--- src/rtl/freq_counter.sv ---
// Gated frequency counter: counts synchronized rising edges of osc_in over a
// programmable window of clk cycles, single-shot or back-to-back.
`timescale 1ns/1ps
module freq_counter #(
    parameter int COUNT_W = 16,
    parameter int GATE_W  = 16
) (
    input  logic               clk,
    input  logic               rst,
    input  logic               osc_in,
    input  logic               start,
    input  logic               continuous,
    input  logic [GATE_W-1:0]  gate_len,
    output logic [COUNT_W-1:0] count,
    output logic               count_valid,
    output logic               busy,
    output logic               overflow
);

    typedef enum logic [1:0] {IDLE, GATE, DONE} state_t;

    logic               s1_q, s2_q, s3_q;
    logic [1:0]         settle_q, settle_d;
    logic               armed_q, armed_d;
    state_t             state_q, state_d;
    logic [GATE_W-1:0]  gcnt_q, gcnt_d;
    logic [COUNT_W-1:0] acc_q, acc_d, acc_nxt;
    logic               flag_q, flag_d, flag_nxt;
    logic [COUNT_W-1:0] count_q, count_d;
    logic               count_valid_q, count_valid_d;
    logic               busy_q, busy_d;
    logic               overflow_q, overflow_d;
    logic               edge_det;

    // Edges are only trusted once the synchronizer has seen osc_in low after
    // reset, so a level that is already high at release is never counted.
    assign edge_det = s2_q & ~s3_q & armed_q;

    always_comb begin
        settle_d      = {settle_q[0], 1'b1};
        armed_d       = armed_q | (settle_q[1] & ~s2_q);
        state_d       = state_q;
        gcnt_d        = gcnt_q;
        acc_d         = acc_q;
        flag_d        = flag_q;
        count_d       = count_q;
        count_valid_d = 1'b0;
        busy_d        = busy_q;
        overflow_d    = overflow_q;

        acc_nxt  = acc_q;
        flag_nxt = flag_q;
        if (edge_det) begin
            if (&acc_q) flag_nxt = 1'b1;
            else        acc_nxt  = acc_q + 1'b1;
        end

        case (state_q)
            IDLE, DONE: begin
                if ((state_q == IDLE && (start | continuous)) ||
                    (state_q == DONE && continuous)) begin
                    acc_d  = '0;
                    flag_d = 1'b0;
                    busy_d = 1'b1;
                    if (gate_len != '0) begin
                        state_d = GATE;
                        gcnt_d  = gate_len;
                    end else begin
                        state_d       = DONE;
                        count_d       = '0;
                        overflow_d    = 1'b0;
                        count_valid_d = 1'b1;
                    end
                end else begin
                    state_d = IDLE;
                    busy_d  = 1'b0;
                end
            end
            GATE: begin
                acc_d  = acc_nxt;
                flag_d = flag_nxt;
                gcnt_d = gcnt_q - 1'b1;
                // Last gate cycle: publish the result including this cycle's edge.
                if (gcnt_q == GATE_W'(1)) begin
                    state_d       = DONE;
                    count_d       = acc_nxt;
                    overflow_d    = flag_nxt;
                    count_valid_d = 1'b1;
                end
            end
            default: begin
                state_d = IDLE;
                busy_d  = 1'b0;
            end
        endcase
    end

    always_ff @(posedge clk or posedge rst) begin
        if (rst) begin
            s1_q          <= 1'b0;
            s2_q          <= 1'b0;
            s3_q          <= 1'b0;
            settle_q      <= '0;
            armed_q       <= 1'b0;
            state_q       <= IDLE;
            gcnt_q        <= '0;
            acc_q         <= '0;
            flag_q        <= 1'b0;
            count_q       <= '0;
            count_valid_q <= 1'b0;
            busy_q        <= 1'b0;
            overflow_q    <= 1'b0;
        end else begin
            s1_q          <= osc_in;
            s2_q          <= s1_q;
            s3_q          <= s2_q;
            settle_q      <= settle_d;
            armed_q       <= armed_d;
            state_q       <= state_d;
            gcnt_q        <= gcnt_d;
            acc_q         <= acc_d;
            flag_q        <= flag_d;
            count_q       <= count_d;
            count_valid_q <= count_valid_d;
            busy_q        <= busy_d;
            overflow_q    <= overflow_d;
        end
    end

    assign count       = count_q;
    assign count_valid = count_valid_q;
    assign busy        = busy_q;
    assign overflow    = overflow_q;

endmodule

--- config.mk ---
export PLATFORM = sky130hd
export DESIGN_NAME = freq_counter
export DESIGN_NICKNAME = d
export VERILOG_FILES = /design/src/rtl/freq_counter.sv
export SDC_FILE = /design/constraint.sdc
export NUM_CORES = 1
export LEC_CHECK = 0
export CORE_MARGIN = 4
export CORE_UTILIZATION = 45
export CTS_CLUSTER_SIZE = 20
export DETAILED_ROUTE_END_ITERATION = 12
export GPL_ROUTABILITY_DRIVEN = 0
export PLACE_DENSITY_LB_ADDON = 0.1
export SLEW_MARGIN = 0
export SYNTH_ARGS = -nofsm -noshare
export SYNTH_HDL_FRONTEND = slang
export SYNTH_SLANG_ARGS = --single-unit
--- constraint.sdc ---
create_clock -name clk -period 2.15 [get_ports clk]
set_input_delay 0.3225 -clock clk [delete_from_list [all_inputs] [get_ports clk]]
set_output_delay 0.3225 -clock clk [all_outputs]
set_load 0.005 [all_outputs]
==> results list <==
- The run finished with clean final reports.
* Sequential-to-total area share from yosys stat: a little under 50%
* Length of the first detailed-routing pass in iterations: 4
- For the final database, setup skew stands at between 5 and 6 ps.
- The worst-case IR drop observed on VDD is 0.0006014 V.
- After synthesis the cells add up to 3098 um^2.
* Sequence of cells on the critical path: clkdlybuf4s50_1, nor4_1, nand4_1, buf_4, nand2b_1, buf_4, nor2_1, a211oi_1
- Clock input transition at the sequential cells of the worst setup and hold paths: roughly 60 ps
* Required arrival time at the worst endpoint: 2390 ps
- Number of synthesis warnings: 0
* Leakage power: 1.653 nW
- Across the run, the number of max-cap violations was 0.
- Normalized max-slew margin: ~44%
- Share of power burned in registers: 39.2%
- Sw Share: 37.16%
- Number of endpoints with negative hold slack in the final report: 0
- Worst Path Arrival: 2210 ps
- In this run the worst path has a maximum fanout of 10.
- Pre-CTS setup slack: -173.0 ps
- Wires add up to around 7.1 mm.
* Top library cells by usage in the layout, fill and taps aside: dfrtp_1 (60), nand2_1 (43), clkdlybuf4s50_1 (39)
- Registers take 1501 um^2.
- Yosys mapped a number of flops with a built-in enable equal to 0.
- Placeable Area: roughly 6500 um^2
* RSZ-0062 raised after global routing: false
- Measured slew at the worst slew-check pin: 838.0 ps
- Async S/R FF share, synth: 100.0%
- Post-synth top area share: 48.47%
- For this run, design rule violations remaining after detail routing come to 0.
- The initial antenna violation count is 0.
- Average instance area after synthesis: 9.562 um^2
* Number of buffers created by CTS: 9
* CP startpoint kind: input port
* Clock tree from TritonCTS: yes
* I/O pin total: 40
- The clock period could shrink to 1969 ps.
* Clock insertion delay at the later pin of the skew report: around 340 ps
- Floorplan die area: 8276 um^2
- dfrtp_1 takes more of the synthesized area than any other cell.
- Entering global routing, the biggest net connects 61 pins.
- Half-perimeter wire length of the detailed placement result: 5.147 mm
- The count of buffers added on input and output ports is 39.
* Clock tree root driver cell: clkbuf_8
* Layout cells sized above 1: 15.19%
- The floorplan has 29 rows.
- Clock network fraction of total power: 23.4%
- Counting both buffers and inverters, the worst setup path holds a total of 3.
- DRT iter0 DRCs: between 100 and 150
- Final count of pins violating max slew: 0
- Total area of multi-input combinational cells: 1484 um^2
* Slowest-stage cell, CP: nor4_1
* Leading cell type in the layout, fill and taps excluded: dfrtp_1
* Global Route Usage Sum: a little under a fifth
- Buffers from clock root to sink, at most: 2
* Count of non-filler cells in the finished layout: 472
- Primary flip-flop cell chosen by synthesis mapping: dfrtp_1
- Peak per-stage delay on the critical path: around 470 ps
- Measured along the x axis, the die boundary spans slightly above 90 um.
- The final route contains 2713 vias.
- Using the TritonRoute via totals, the vias-per-cell ratio works out to 5.748.
* Synth cell types: 53
- Area added between synthesis and finish: 27.83%
- The first global-routing pass estimated roughly 12 mm of wire.
- Dividing the detail-routed wire length by the instance count gives 15.10 um.
- Post-route worst setup slack: ~180 ps
- Nets: a little over 400
- In this design, the largest share of critical-path delay is due to simple AND/OR/NAND/NOR gates.
- Synthesis handed over a netlist of ~320 instances.
- Type of the most critical hold path: in -> async
- Number of inserted diodes: 0
* Post-synth net total: ~350
* Initial core utilization: 47.43%
- Final sum of negative setup slack: 0 ps
- Setup violations remaining at the end of the flow were counted as 0.
* Synthesized flop and latch total: 60
* Part of the total power dissipated in combinational logic: about 38%
- For this run the aggregate overflow at the end of global routing stands at 0.
- Number of routed nets with antenna violations: 0
* Internal Power: 2.619 mW
* Die Ht: 90.97 um
- Power density over the cells: 1053 nW/um^2
* Number of global-route vias before repair: roughly 2600
- For this run, the top clock speed supported by timing is 507.8 MHz.
- Placed insts: 455
- The analysis attributes to net switching a power of 1.549 mW.
* Sink count of the clock tree: 60
- Most frequent CP cell: buf_4
- Capturing element type of the critical path: register
- The filler cells instantiated in the layout total 586.
- Level count of the clock H-tree: 3
- Final period utilization: between 90 and 100%
- Cells taking the most area after synthesis: dfrtp_1 (48%), nand2_1 (5.2%), nor2_1 (3.0%)
- The worst setup path is of the in -> reg kind.
[state kept, by name (all words and copies together) (netlist names), 2 cells and up]
signal / count
settle_q: 2
gcnt_q: 16
state_q: 2
count: 16
acc_q: 16
[synthesized netlist by cell type, types with 2 or more instances]
cell type / number
o21ai_0: 14
mux2i_1: 5
xnor2_1: 7
nor4_4: 3
dfrtp_1: 60
o21ai_1: 2
nor2_1: 25
nand3b_1: 4
nand2b_1: 4
clkbuf_1: 8
buf_2: 6
nand4_1: 7
a41oi_1: 2
o31ai_1: 9
nor4_1: 10
o221a_2: 2
nand4b_1: 2
nand3_1: 17
nor2b_1: 4
inv_1: 7
a21oi_1: 14
or2_2: 3
or3_1: 3
o311ai_0: 3
ha_1: 3
a22o_1: 2
nand2_1: 43
a21o_1: 2
nor3_1: 15
o31ai_2: 3
o21a_1: 5
a31oi_1: 2
o211ai_1: 4
a211oi_1: 5
[cells by family after synthesis]
| logic type | share of synthesized area [%] |
|---|---|
| other | 0.1210 |
| AO/OA/AOI/OAI | 17.21 |
| AND/OR/NAND/NOR | 25.48 |
| multiplexers | 1.616 |
| flip-flops | 48.47 |
| XOR/XNOR | 2.262 |
| buffers and inverters | 3.635 |
| adder cells (fa/ha/maj) | 1.212 |
[routing by layer]
layer / global-route usage, % / wire length (um)
met5: 0 / 0
met4: 6.281 / 153
met3: 5.207 / 336
met2: 29.61 / 3444
met1: 24.00 / 3194
[what timing repair did]
item                                    4_1_cts  5_1_grt
gates resized for setup                       0        0
hold buffers                                  0        0
setup buffers                                 0        1
endpoints found under the setup margin        0        1
[layout make-up]
type	count	area share (%)
multi-input combinational	241	37.47
clock buffer	11	3.318
clock inverter	5	1.327
timing repair buffer	71	16.87
inverter	7	0.6635
tap	77	2.433
sequential	60	37.91
[power by group through the flow]
stage                     combinational, mW  clock, mW  sequential (mW)
after floorplan                        1.02          0             1.59
after global placement                 1.56          0             1.64
after detailed placement               1.57          0             1.65
after CTS                              1.57       1.01             1.63
after global routing                   1.73       1.06             1.67
final                                  1.56      0.974             1.63
[worst register-to-register path: cells and delay by family (launching register included)]
family	cells	cell delay (ps)
AO/OA/AOI/OAI	3	600
adder cells (fa/ha/maj)	1	240
AND/OR/NAND/NOR	2	550
flip-flops	1	420
[stage by stage]
stage / cell area [um^2] / power, mW / util [%] / hold slack, ps
global placement: 3769 / 3.203 / 57.70 / 332.5
finish: 3960 / 4.168 / 60.63 / 342.2
floorplan: 3098 / 2.611 / - / 331.2
global route: 3960 / 4.469 / 60.63 / 361.0
CTS: 3953 / 4.209 / 60.52 / 352.6
detailed placement: 3769 / 3.221 / 57.70 / 337.0
[path summary, 6_finish.rpt]
check	slack [ps]	startpoint	cells after the start	endpoint
max	180	gate_len[5]	8	gcnt_q[11]$_DFFE_PP0P_
min	340	rst	3	s1_q$_DFF_PP0_
max reg2reg	230	acc_q[0]$_DFFE_PP0P_	6	count[14]$_DFFE_PP0P_
min reg2reg	350	settle_q[0]$_DFF_PP0_	0	settle_q[1]$_DFF_PP0_
max in group asynchronous	1520	rst	3	count[2]$_DFFE_PP0P_
min in group clk	350	settle_q[0]$_DFF_PP0_	0	settle_q[1]$_DFF_PP0_
Power figures use the tool's default switching activity.
